$ cat src/rtl/mult_datapath.sv
// Shift-add multiplier datapath: A, B, S, P registers driven by one-hot strobes.
// Define MULT_SEQ_CHECK_EN to build the strobe protocol checker behind seq_err.
module mult_datapath #(
    parameter int unsigned W = 4
) (
    input  logic           clk,
    input  logic           reset,
    input  logic           clr,
    input  logic           load_ab,
    input  logic           en_add,
    input  logic           load_p,
    input  logic           shf_p,
    input  logic           shf_b,
    input  logic [W-1:0]   a_in,
    input  logic [W-1:0]   b_in,
    output logic [2*W-1:0] product,
    output logic           done,
    output logic           seq_err
);

    localparam int unsigned CW = $clog2(W + 1);

    typedef enum logic [2:0] {
        OP_NONE,
        OP_CLR,
        OP_LDAB,
        OP_ADD,
        OP_LDP,
        OP_SHP,
        OP_SHB
    } op_e;

    op_e           op;
    logic [W-1:0]  a_q;
    logic [W-1:0]  b_q;
    logic [W:0]    s_q;
    logic [2*W:0]  p_q;
    logic [CW-1:0] cnt_q;
    logic [CW-1:0] cnt_inc;
    logic          last_shift;
    logic [W-1:0]  addend;

    // Only the highest-priority strobe of a cycle executes.
    always_comb begin
        op = OP_NONE;
        if (clr)          op = OP_CLR;
        else if (load_ab) op = OP_LDAB;
        else if (en_add)  op = OP_ADD;
        else if (load_p)  op = OP_LDP;
        else if (shf_p)   op = OP_SHP;
        else if (shf_b)   op = OP_SHB;
    end

    assign cnt_inc    = cnt_q + CW'(1);
    assign last_shift = (cnt_inc == CW'(W));
    assign addend     = b_q[0] ? a_q : '0;

    always_ff @(posedge clk or posedge reset) begin
        if (reset) begin
            a_q   <= '0;
            b_q   <= '0;
            s_q   <= '0;
            p_q   <= '0;
            cnt_q <= '0;
            done  <= 1'b0;
        end else begin
            case (op)
                OP_CLR: begin
                    a_q   <= '0;
                    b_q   <= '0;
                    s_q   <= '0;
                    p_q   <= '0;
                    cnt_q <= '0;
                    done  <= 1'b0;
                end
                OP_LDAB: begin
                    a_q   <= a_in;
                    b_q   <= b_in;
                    p_q   <= '0;
                    cnt_q <= '0;
                    done  <= 1'b0;
                end
                OP_ADD: s_q <= {1'b0, p_q[2*W-1:W]} + {1'b0, addend};
                OP_LDP: p_q[2*W:W] <= s_q;
                OP_SHP: begin
                    p_q   <= p_q >> 1;
                    cnt_q <= cnt_inc;
                    if (last_shift) done <= 1'b1;
                end
                OP_SHB: b_q <= b_q >> 1;
                default: ;
            endcase
        end
    end

    assign product = p_q[2*W-1:0];

`ifdef MULT_SEQ_CHECK_EN
    typedef enum logic [2:0] {
        C_IDLE,
        C_CLR,
        C_ADD,
        C_LDP,
        C_SHP,
        C_SHB,
        C_DONE
    } chk_e;

    chk_e chk_q;
    chk_e chk_d;
    logic err_q;
    logic err_d;
    logic legal;
    logic multi;

    assign multi = ($countones({clr, load_ab, en_add, load_p, shf_p, shf_b}) > 1);

    always_ff @(posedge clk or posedge reset) begin
        if (reset) begin
            chk_q <= C_IDLE;
            err_q <= 1'b0;
        end else begin
            chk_q <= chk_d;
            err_q <= err_d;
        end
    end

    // The executed strobe advances the checker; a simultaneous extra strobe
    // still flags an error even when that executed strobe was the expected one.
    always_comb begin
        chk_d = chk_q;
        err_d = err_q;
        legal = 1'b0;
        if (op == OP_CLR) begin
            chk_d = C_CLR;
            err_d = 1'b0;
        end else if (op != OP_NONE) begin
            case (chk_q)
                C_CLR: if (op == OP_LDAB) begin legal = 1'b1; chk_d = C_ADD; end
                C_ADD: if (op == OP_ADD)  begin legal = 1'b1; chk_d = C_LDP; end
                C_LDP: if (op == OP_LDP)  begin legal = 1'b1; chk_d = C_SHP; end
                C_SHP: if (op == OP_SHP)  begin
                    legal = 1'b1;
                    chk_d = last_shift ? C_DONE : C_SHB;
                end
                C_SHB: if (op == OP_SHB)  begin legal = 1'b1; chk_d = C_ADD; end
                default: legal = 1'b0;
            endcase
            if (!legal || multi) err_d = 1'b1;
        end
    end

    assign seq_err = err_q;
`else
    assign seq_err = 1'b0;
`endif

endmodule

$ cat config.mk
export PLATFORM = sky130hd
export DESIGN_NAME = mult_datapath
export DESIGN_NICKNAME = d
export VERILOG_FILES = /design/src/rtl/mult_datapath.sv
export SDC_FILE = /design/constraint.sdc
export NUM_CORES = 1
export LEC_CHECK = 0
export BUFFER_PORTS_ARGS = -buffer_cell sky130_fd_sc_hd__buf_4
export CORE_ASPECT_RATIO = 2
export CORE_UTILIZATION = 55
export CTS_CLUSTER_SIZE = 25
export DETAILED_ROUTE_END_ITERATION = 8
export GPL_TIMING_DRIVEN = 0
export PLACE_DENSITY = 0.79
export SLEW_MARGIN = 15
export SYNTH_ARGS = -nofsm -noshare
export SYNTH_HDL_FRONTEND = slang
export SYNTH_SLANG_ARGS = --single-unit
$ cat constraint.sdc
create_clock -name clk -period 2 [get_ports clk]
set_input_delay 0.2 -clock clk [delete_from_list [all_inputs] [get_ports clk]]
set_output_delay 0.2 -clock clk [all_outputs]
set_load 0.1 [all_outputs]
Word level (Yosys, flattened, before mapping)
Cells that the tools add are included.
{"block": "word_totals", "register_bits": 26, "inputBits": 16, "output_inout_bits": 10, "wordCells": 39}
{"block": "classes", "add_sub_neg": 2, "eq_ne": 8, "muxes": 15, "n_reduce_logical": 7}
{"op": "3-bit 2-to-1 mux", "count": 6}
{"op": "4-bit one-hot mux with 2 select lines", "count": 2}
{"op": "5-bit one-hot mux with 3 select lines", "count": 1}
{"op": "3-bit equality test (second input constant)", "count": 4}
{"op": "4-bit one-hot mux with 3 select lines", "count": 1}
{"op": "5-bit one-hot mux with 2 select lines", "count": 1}
{"op": "3-bit by 2-bit equality test with 1-bit output (second input constant)", "count": 2}
{"op": "3-bit one-hot mux with 2 select lines", "count": 1}
{"op": "2-bit nonzero test", "count": 3}
{"op": "3-bit nonzero test", "count": 2}
{"op": "4-bit by 4-bit adder with 5-bit output", "count": 1}
{"op": "4-bit 2-to-1 mux", "count": 1}
{"op": "3-bit by 1-bit adder with 3-bit output (second input constant)", "count": 1}
{"op": "3-bit by 1-bit equality test with 1-bit output (second input constant)", "count": 1}
{"op": "2-bit inequality test (second input constant)", "count": 1}
{"op": "1-bit one-hot mux with 2 select lines", "count": 1}
{"op": "2-bit AND reduction", "count": 1}
{"op": "2-bit OR reduction", "count": 1}
{"op": "1-bit 2-to-1 mux", "count": 1}

Depth between registers and ports, before layout
Gate-level depths: netlist of run 1.
{"block": "depth", "ltp_word": 10, "mapped_depth": 6, "depth_no_buf": 6}

Worst setup path after synthesis of run 1
No wires, ideal clock.
{"block": "synth_path", "path_kind": "register to register", "from": "register b_q[0]", "to": "register s_q[4]", "setup_ns": 0.138, "arrival_ns": 1.446, "required_time_ns": 1.862, "slack_ns": 0.417, "path_stages_with_launch": 7, "n_path_buf": 0, "period_less_slack_ns": 1.583, "cell_sequence": "dfrtp_1 > and2_1 > ha_1 > fa_1 > a21o_1 > a21oi_1 > a211oi_1"}
{"block": "synth_via", "elab_chain_len": 3}
{"item": "start: declaration", "line": "35", "text": "logic [W-1:0] b_q;"}
{"item": "start signal: assignment", "line": "78", "text": "b_q <= b_in;"}
{"item": "start signal: assignment", "line": "90", "text": "OP_SHB: b_q <= b_q >> 1;"}
{"item": "4-bit 2-to-1 mux", "line": "56", "text": "assign addend = b_q[0] ? a_q : '0;"}
{"item": "4-bit by 4-bit adder with 5-bit output", "line": "83", "text": "OP_ADD: s_q <= {1'b0, p_q[2*W-1:W]} + {1'b0, addend};"}
{"item": "5-bit one-hot mux with 2 select lines", "line": "67", "text": "case (op)"}
{"item": "end signal: assignment", "line": "83"}
{"item": "end: declaration", "line": "36", "text": "logic [W:0] s_q;"}
No other way between the ends.
A chain may end at the register's enable or synchronous reset.

Worst setup path in the final report of run 1
Ends and elaborated chain as after synthesis.

==> results of run 1 <==
[synthesized netlist by cell type (2+ instances only)]
master / count
dfrtp_1: 26
ha_1: 6
a311o_1: 2
inv_1: 7
buf_2: 2
and2_1: 4
a211oi_1: 2
buf_4: 9
mux2i_1: 12
nand2_1: 8
and4_1: 4
a32o_1: 2
a221o_1: 7
nor2_1: 10
nor3b_1: 4
nor2b_1: 3
xnor2_1: 2
and3_1: 4
buf_6: 2
a21oi_1: 3
[final cells by class]
cell class	count	share of cell area (%)
Timing Repair Buffer	23	10.06
Tap cell	28	2.041
Sequential cell	26	37.90
Clock buffer	3	2.405
Inverter	7	1.531
Buffer	14	6.050
Multi-Input combinational cell	86	40.01
[per-stage QoR]
step	total power [mW]	area (um2)	setup slack, ns	hold slack [ns]	instances
after floorplan	0.6248	1468	0.4165	0.2400	133
after detailed placement	0.6696	1675	0.3188	0.4381	184
after global placement	0.6660	1675	0.3214	0.4372	184
final	0.9446	1717	0.3083	0.1667	187
after CTS	0.9609	1717	0.2967	0.1596	187
after global routing	0.9821	1717	0.1909	0.1628	187
[cell usage in the layout, fill, tap and decap left out]
master,count
a21o_1,1
nor3b_1,4
and4bb_2,1
xnor2_1,2
and3_1,4
nand3b_4,1
a311o_1,2
dfrtp_1,26
xor2_1,1
and4_1,4
a32o_1,2
ha_1,6
and2_1,4
nor2b_1,3
nand3_4,1
nor3_2,1
o21a_1,1
inv_1,7
a21oi_1,3
buf_6,2
conb_1,1
nor2_2,1
mux2i_1,12
buf_4,32
clkbuf_8,3
a211oi_1,2
nor3_1,1
a221o_1,7
nand3_1,1
clkbuf_1,1
nor2_1,10
buf_2,2
fa_1,1
and3b_1,1
nand2_1,8
[per-layer routing]
layer  GRT usage, %  wire length [um]
met3          2.065                49
met4          9.962                51
met1          23.74              1064
met5              0                 0
met2          41.11              1631
[kinds of logic (layout without fill, tap and decap cells)]
| family | Yosys count | count (layout) |
|---|---|---|
| AOI/OAI and AO/OA | 18 | 18 |
| xor gates and xnor gates | 3 | 3 |
| adders and majority gates | 7 | 7 |
| buffers and inverters | 21 | 47 |
| DFF | 26 | 26 |
| muxes | 12 | 12 |
| other | 1 | 1 |
| and+or+nand+nor | 45 | 45 |
[power groups by stage]
stage / logic, mW / registers [mW] / clock network (mW)
3_3_place_gp: 0.111 / 0.555 / 0
2_1_floorplan: 0.0720 / 0.553 / 0
6_report: 0.113 / 0.545 / 0.287
3_5_place_dp: 0.114 / 0.556 / 0
4_1_cts: 0.114 / 0.545 / 0.302
5_1_grt: 0.124 / 0.546 / 0.312
[sequential cells by signal, indices dropped and copies added, names as in the netlist]
signal and cells:
done 1, a_q 4, p_q 9, cnt_q 3, s_q 5, b_q 4
[worst paths after layout]
path / from / end / slack (ns) / depth (start not counted)
min: reset / done / 0.17 / 2
max in group asynchronous: reset / a_q[2] / 1.23 / 2
max reg2reg: b_q[0] / s_q[4] / 0.31 / 6
max: b_q[0] / s_q[4] / 0.31 / 6
min in group clk: b_in[0] / b_q[0] / 0.17 / 2
min reg2reg: p_q[8] / p_q[8] / 0.51 / 1
[critical path, delay by kind of cell (launching register included)]
| kind | cells | cell delay (ns) |
|---|---|---|
| AOI/OAI and AO/OA | 3 | 0.39 |
| DFF | 1 | 0.42 |
| and+or+nand+nor | 1 | 0.15 |
| adders and majority gates | 2 | 0.60 |
==> metrics, run 1 <==
Critical Path End Type register; global-route wire length before repair 4602 um; Final Wtd Congestion 0.7895; syn avg cell area 11.04 um2; slowest stage delay, CP 0.42 ns; H-tree depth 1; post-synthesis compound-gate area fraction 10.57%; ys flop type dfrtp_1; initial antenna violation count 0; Lkg Pwr 0.9331 nW; final wirelength 2797 um; number of routed nets with antenna violations 0; Fillers 199; drt drc 0; GRT Total Usage 22.15%; clock share of power 30.4%; PortBufs 23; Sw Ratio 23.82%; Syn Std Cell Area 1468 um2; outcome finished, final reports clean; count of final max-slew check failures 0; Post-CTS Hold Buffers 0; Starting Density 57.84%; Syn. warnings 0; worst vdd ir 0.3442 mV; Synth Area in XOR/XNOR 1.790%; internal power 0.7197 mW; Final nets 184; FF+latch area 650.6 um2; Critical Path Start Type register; area of the multi-input gates 686.9 um2; Die Y 75.06 um; worst-skew pair later-pin latency 0.26 ns; final hold violations 0; layout cell share with drive strength beyond 1 27.67%; Core Util, Final 67.65%; CP max-delay cell dfrtp_1; Post-Synth Simple-Gate Area 19.52%; number of inserted diodes 0; number of top-level pins 26; Post-CTS Resized 0; crit share post-route 84.58%; TritonCTS clock tree done; Vias 1060; ys async rst share 100.0%; Synth Register Bits 26; Worst-Margin Slew 0.9939 ns; Post-synth EDFFs 0; Seq pwr share 57.7%; Yosys top cell area share 44.33%; main combinational cell family by area after synthesis simple AND/OR/NAND/NOR gates; Syn Inst Count 133; post-synthesis sequential area ratio 44.33%; Die ar. 2891 um2; RSZ-0062 raised after global routing false; syn nets 156; synth unique cells 34; PD cells 550.3 nW/um2; row count 26; Initial DRC Count 15; Die X 38.53 um; CP Max Fanout 5; HP Class input port to async pin; Setup TNS 0 ns; CTS sink cnt 26; Core Area 2537 um2; root buf cell clkbuf_8; WL/cell 14.96 um; max_slew headroom 33.67%; setup bufs post-CTS 0; area share of fa/ha/maj cells after synthesis 6.479%; detailed placement HPWL 2201 um; post-synthesis mux area share 8.184%; TritonCTS buffer count 3; drt first pass iters 4; Comb pwr share 11.9%; crit-path cells and2_1 -> ha_1 -> fa_1 -> a21o_1 -> a21oi_1 -> a211oi_1; Area Growth Syn to Fin 16.97%; crit path time final 1.692 ns; crit path kind register to register; Reg clk slew, reported paths 0.08 ns; largest area contributor in the netlist dfrtp_1; Via-to-Cell Ratio 5.668; maximum clock frequency 591.1 MHz; Max Cap Viol 0; critical path arrival 1.83 ns; final setup skew 0.001623 ns; Final Setup Violations 0; number of global-route vias before repair 1097; pin count of the biggest net entering global routing 27; grt ovf 0; Synth area leaders dfrtp_1 44%, mux2i_1 8.2%, ha_1 5.1%; deepest clock path buffer count 2; P_sw 0.2250 mW; CP Data Required Time 2.13 ns
Note: power is estimated with default switching activity, not from simulation.
==> inputs of run 2 (changes only) <==
==> constraint.sdc (replaced) <==
create_clock -name clk -period 1.7 [get_ports clk]
set_input_delay 0.17 -clock clk [delete_from_list [all_inputs] [get_ports clk]]
set_output_delay 0.17 -clock clk [all_outputs]
set_load 0.1 [all_outputs]
==> run 2 against run 1 <==
  * Fmax up 3.5%
  * Clock power up 19%
  * Sequential power up 18%
  * Highest routed layer unchanged
==> metrics, run 2 (synthesis gave the netlist of run 1 again) <==
Worst path depth 5; GRT Total Usage 22.07%; Worst R2R Path Depth 5; Lkg Pwr 0.9297 nW; CP Max Fanout 5; commonest non-fill, non-tap cell in the layout buf_4; Via-to-Cell Ratio 5.679; final hold violations 0; internal power 0.8479 mW; Worst-Margin Slew 0.9995 ns; Die Y 75.06 um; clock share of power 30.5%; crit path launch b_q[0]; hold_ws 0.1371 ns; TritonCTS clock tree done; Sw Ratio 24.04%; area of the multi-input gates 708.2 um2; count of final max-slew check failures 0; Final Setup Violations 0; Starting Density 57.84%; Core Area 2537 um2; Critical Path Start Type register; r2r startpoint b_q[0]; CP Buf/Inv Count 0; detailed placement HPWL 2201 um; Critical Path End Type register; number of global-route vias before repair 1095; global-route wire length before repair 4602 um; overall power 1.116 mW; slowest stage delay, CP 0.42 ns; layout cell share with drive strength beyond 1 30.19%; FF+latch area 650.6 um2; number of inserted diodes 0; Comb pwr share 12.0%; HP Class input port to async pin; Area Growth Syn to Fin 18.41%; WL/cell 15.01 um; Post-CTS Resized 1; r2r endpoint s_q[2]; most frequent cells in the layout 32 x buf_4, 26 x dfrtp_1, 12 x mux2i_1; Top Registers p_q (9), s_q (5); drt first pass iters 3; CP delay by family, top adder cells; setup bufs post-CTS 0; crit path time final 1.635 ns; maximum clock frequency 611.6 MHz; crit share post-route 96.18%; final setup skew 0.001753 ns; Max Cap Viol 0; worst-skew pair later-pin latency 0.27 ns; Initial DRC Count 20; Top reg by flops p_q; crit path kind register to register; max_slew headroom 33.29%; reg2reg setup slack 0.07 ns; Vias 1062; worst vdd ir 0.4050 mV; Post-CTS Hold Buffers 0; CP endpoint s_q[2]; drt drc 0; PortBufs 23; PD cells 642.3 nW/um2; Final Wtd Congestion 0.7895; crit-path cells and2_1 -> ha_1 -> fa_2 -> xnor2_1 -> a211oi_1; CTS sink cnt 26; Final nets 184; H-tree depth 1; outcome finished, final reports clean; P_sw 0.2684 mW; Seq pwr share 57.4%; pre-CTS WS 0.01879 ns; TritonCTS buffer count 3; Reg clk slew, reported paths 0.08 ns; deepest clock path buffer count 2; Fillers 197; max FFs per register 9; number of top-level pins 26; Setup TNS 0 ns; grt ovf 0; number of routed nets with antenna violations 0; row count 26; pin count of the biggest net entering global routing 27; critical path arrival 1.81 ns; Die X 38.53 um; CP max-delay cell dfrtp_1; root buf cell clkbuf_8; CP Data Required Time 1.87 ns; final wirelength 2806 um; initial antenna violation count 0; worst setup margin 0.06502 ns; Die ar. 2891 um2
## run 2: worst min-delay path by stage
stage                     endpoint  slack, ns  depth (start not counted)
after CTS                   b_q[0]       0.13                          2
after detailed placement    b_q[0]       0.41                          2
after global placement      b_q[2]       0.41                          2
after floorplan             a_q[0]       0.21                          1
after global routing        b_q[0]       0.13                          2
final                         done       0.14                          2
## run 2: layout make-up
cell class / instances / share of cell area [%]
clock buffer: 3 / 2.376
tap: 28 / 2.016
timing repair buffer: 23 / 9.935
inverter: 7 / 1.512
multi-input combinational: 86 / 40.75
buffer: 14 / 5.976
sequential: 26 / 37.44
## run 2: power by group through the flow
stage	Clock [mW]	Sequential (mW)	Combinational (mW)
floorplan	0	0.650	0.0847
global placement	0	0.653	0.131
detailed placement	0	0.654	0.134
CTS	0.355	0.641	0.135
global route	0.367	0.643	0.147
finish	0.341	0.641	0.134
## run 2: metrics by stage
stage / area, um2 / utilization [%] / std cells
CTS: 1719 / 67.75 / 187
detailed placement: 1675 / 66.03 / 184
global placement: 1675 / 66.03 / 184
floorplan: 1468 / - / 133
global route: 1738 / 68.49 / 187
finish: 1738 / 68.49 / 187
## run 2: layer usage
metal | track usage, % | share of wire, % | vias up
li1 | - | - | 514
met5 | 0 | 0 | -
met1 | 23.64 | 38 | 521
met4 | 9.962 | 2.2 | 0
met3 | 1.770 | 1.8 | 7
met2 | 41.11 | 58 | 20
==> inputs of run 3 (changes only) <==
--- a/config.mk
+++ b/config.mk
@@ -5,13 +5,14 @@
 export SDC_FILE = /design/constraint.sdc
 export NUM_CORES = 1
 export LEC_CHECK = 0
+export ABC_AREA = 1
 export BUFFER_PORTS_ARGS = -buffer_cell sky130_fd_sc_hd__buf_4
 export CORE_ASPECT_RATIO = 2
 export CORE_UTILIZATION = 55
 export CTS_CLUSTER_SIZE = 25
 export DETAILED_ROUTE_END_ITERATION = 8
 export GPL_TIMING_DRIVEN = 0
-export PLACE_DENSITY = 0.79
+export PLACE_DENSITY = 0.78
 export SLEW_MARGIN = 15
 export SYNTH_ARGS = -nofsm -noshare
 export SYNTH_HDL_FRONTEND = slang
==> run 3 against run 2 <==
  * Final area up 4.8%
  * Routed wire length increased by 18%
  * Critical endpoint is now s_q[4]
  * Sequential share of layout area shrank 1.7 points
  * Synthesized cell count is 46% higher
  * Cell count rose by 34%
  * Core utilization grew 1.5 points
  * Non-clock buffer count unchanged
  * Area after synthesis grew 5.0%
  * First-iteration DRC count grew 60%
==> metrics, run 3 <==
Non-Filler Instances 251; syn avg cell area 7.946 um2; overall power 1.226 mW; crit path kind register to register; Lkg Pwr 1.078 nW; initial antenna violation count 0; worst-skew pair later-pin latency 0.27 ns; Post-CTS Hold Buffers 0; dpl cells 246; Die Y 76.87 um; CP Max Fanout 5; post-synthesis sequential area ratio 42.21%; Critical Path End Type register; Synth area leaders dfrtp_1 42%, nand2_1 15%, nand3_1 6.2%; Reg clk slew, reported paths 0.09 ns; area of the multi-input gates 718.2 um2; Top Registers p_q (9), s_q (5); Fillers 220; TritonCTS clock tree done; Max Cap Viol 0; final setup skew 0.002241 ns; WL/cell 13.15 um; PortBufs 24; Final Setup Violations 0; list of most frequent post-synthesis cells 62 x nand2_1, 26 x dfrtp_1, 19 x nand3_1; crit path time final 1.607 ns; Die ar. 3031 um2; commonest non-fill, non-tap cell in the layout nand2_1; global-route wire length before repair 5382 um; FF+latch area 650.6 um2; maximum clock frequency 622.4 MHz; ys async rst share 100.0%; syn nets 217; number of global-route vias before repair 1311; worst vdd ir 0.5801 mV; Area Growth Syn to Fin 18.18%; Final nets 247; most frequent cells in the layout 62 x nand2_1, 34 x buf_4, 26 x dfrtp_1; max_slew headroom 34.70%; CTS sink cnt 26; drt first pass iters 4; Starting Density 59.23%; Die X 39.44 um; Post-synth EDFFs 0; largest area contributor in the netlist dfrtp_1; final wirelength 3300 um; Worst-Margin Slew 0.9784 ns; Yosys top cell area share 42.21%; HP Class input port to register; top-count cell post-synth nand2_1; H-tree depth 1; number of inserted diodes 0; ys flop type dfrtp_1; drt drc 0; root buf cell clkbuf_8; Setup TNS 0 ns; GRT Total Usage 24.43%; deepest clock path buffer count 2; PD cells 672.7 nW/um2; grt ovf 0; detailed placement HPWL 2596 um; count of final max-slew check failures 0; CP Data Required Time 1.86 ns; Syn Inst Count 194; row count 26; Critical Path Start Type register; number of routed nets with antenna violations 0; Core Area 2603 um2; synth unique cells 24; crit share post-route 94.51%; Worst R2R Path Depth 7; layout cell share with drive strength beyond 1 26.91%; Syn Std Cell Area 1541 um2; Top reg by flops p_q; critical path arrival 1.77 ns; Via-to-Cell Ratio 5.247; TritonCTS buffer count 3; Initial DRC Count 32; Vias 1317; Hold Path Stages 3; Syn. warnings 0; Synth Register Bits 26; RSZ-0062 raised after global routing false; max FFs per register 9; number of top-level pins 26; pin count of the biggest net entering global routing 27; outcome finished, final reports clean; Final Wtd Congestion 0.8013; final hold violations 0
## run 3: worst max-delay path, cell delays in order (launching register included)
cell	delay, ns
dfrtp_1	0.44
nand2_1	0.08
inv_1	0.04
ha_1	0.20
fa_2	0.36
a21o_1	0.17
a21oi_1	0.12
o21ai_1	0.09
## run 3: metrics by stage
stage	hold slack, ns	instance area [um2]	setup slack (ns)	utilization (%)
floorplan	0.2100	1541	0.1798	-
global placement	0.3720	1757	0.08301	67.50
detailed placement	0.3791	1757	0.05368	67.50
CTS	0.09379	1812	0.04006	69.62
global route	0.09698	1822	0.01045	70.00
finish	0.09231	1822	0.09339	70.00
## run 3: power by group
group	leakage (nW)	total (mW)	switching (mW)	internal [mW]
sequential	0.356	0.649	0.0130	0.636
combinational	0.693	0.170	0.109	0.0609
clock	0.0288	0.406	0.199	0.207
## run 3: routing by layer
layer,track usage (%),share of wire [%]
met1,25.05,36
met2,46.23,60
met3,1.734,2.0
met4,8.276,1.5
met5,0,0
## run 3: cell families (layout without fill, tap and decap cells)
group                    count (synthesis)  after routing  synth area share, %
AO/OA/AOI/OAI                           13             13                5.033
adder cells (fa/ha/maj)                  7              7                6.169
AND/OR/NAND/NOR                        110            110                33.85
other                                    1              1               0.2433
XOR/XNOR                                 2              2                1.137
buffers and inverters                   35             64                11.36
flip-flops                              26             26                42.21
## run 3: area by class of cell
cell class | instances | share of cell area (%)
multi-input combinational | 133 | 39.42
sequential | 26 | 35.71
timing repair buffer | 25 | 10.30
buffer | 12 | 4.876
inverter | 23 | 4.739
clock buffer | 4 | 3.022
tap | 28 | 1.923
## run 3: path summary, 6_finish.rpt
check,from,to,slack [ns]
setup / recovery,b_q[0],s_q[4],0.09
hold / removal,a_in[2],a_q[2],0.09
setup reg to reg,b_q[0],s_q[4],0.09
hold reg to reg,p_q[8],p_q[8],0.49
max in group asynchronous,reset,a_q[1],0.99
min in group asynchronous,reset,p_q[4],0.12
## run 3: what timing repair did
| action | in CTS | in global routing |
|---|---|---|
| gates resized for setup | 0 | 1 |
| endpoints found under the setup margin | 0 | 1 |
| buffers inserted | 0 | 1 |
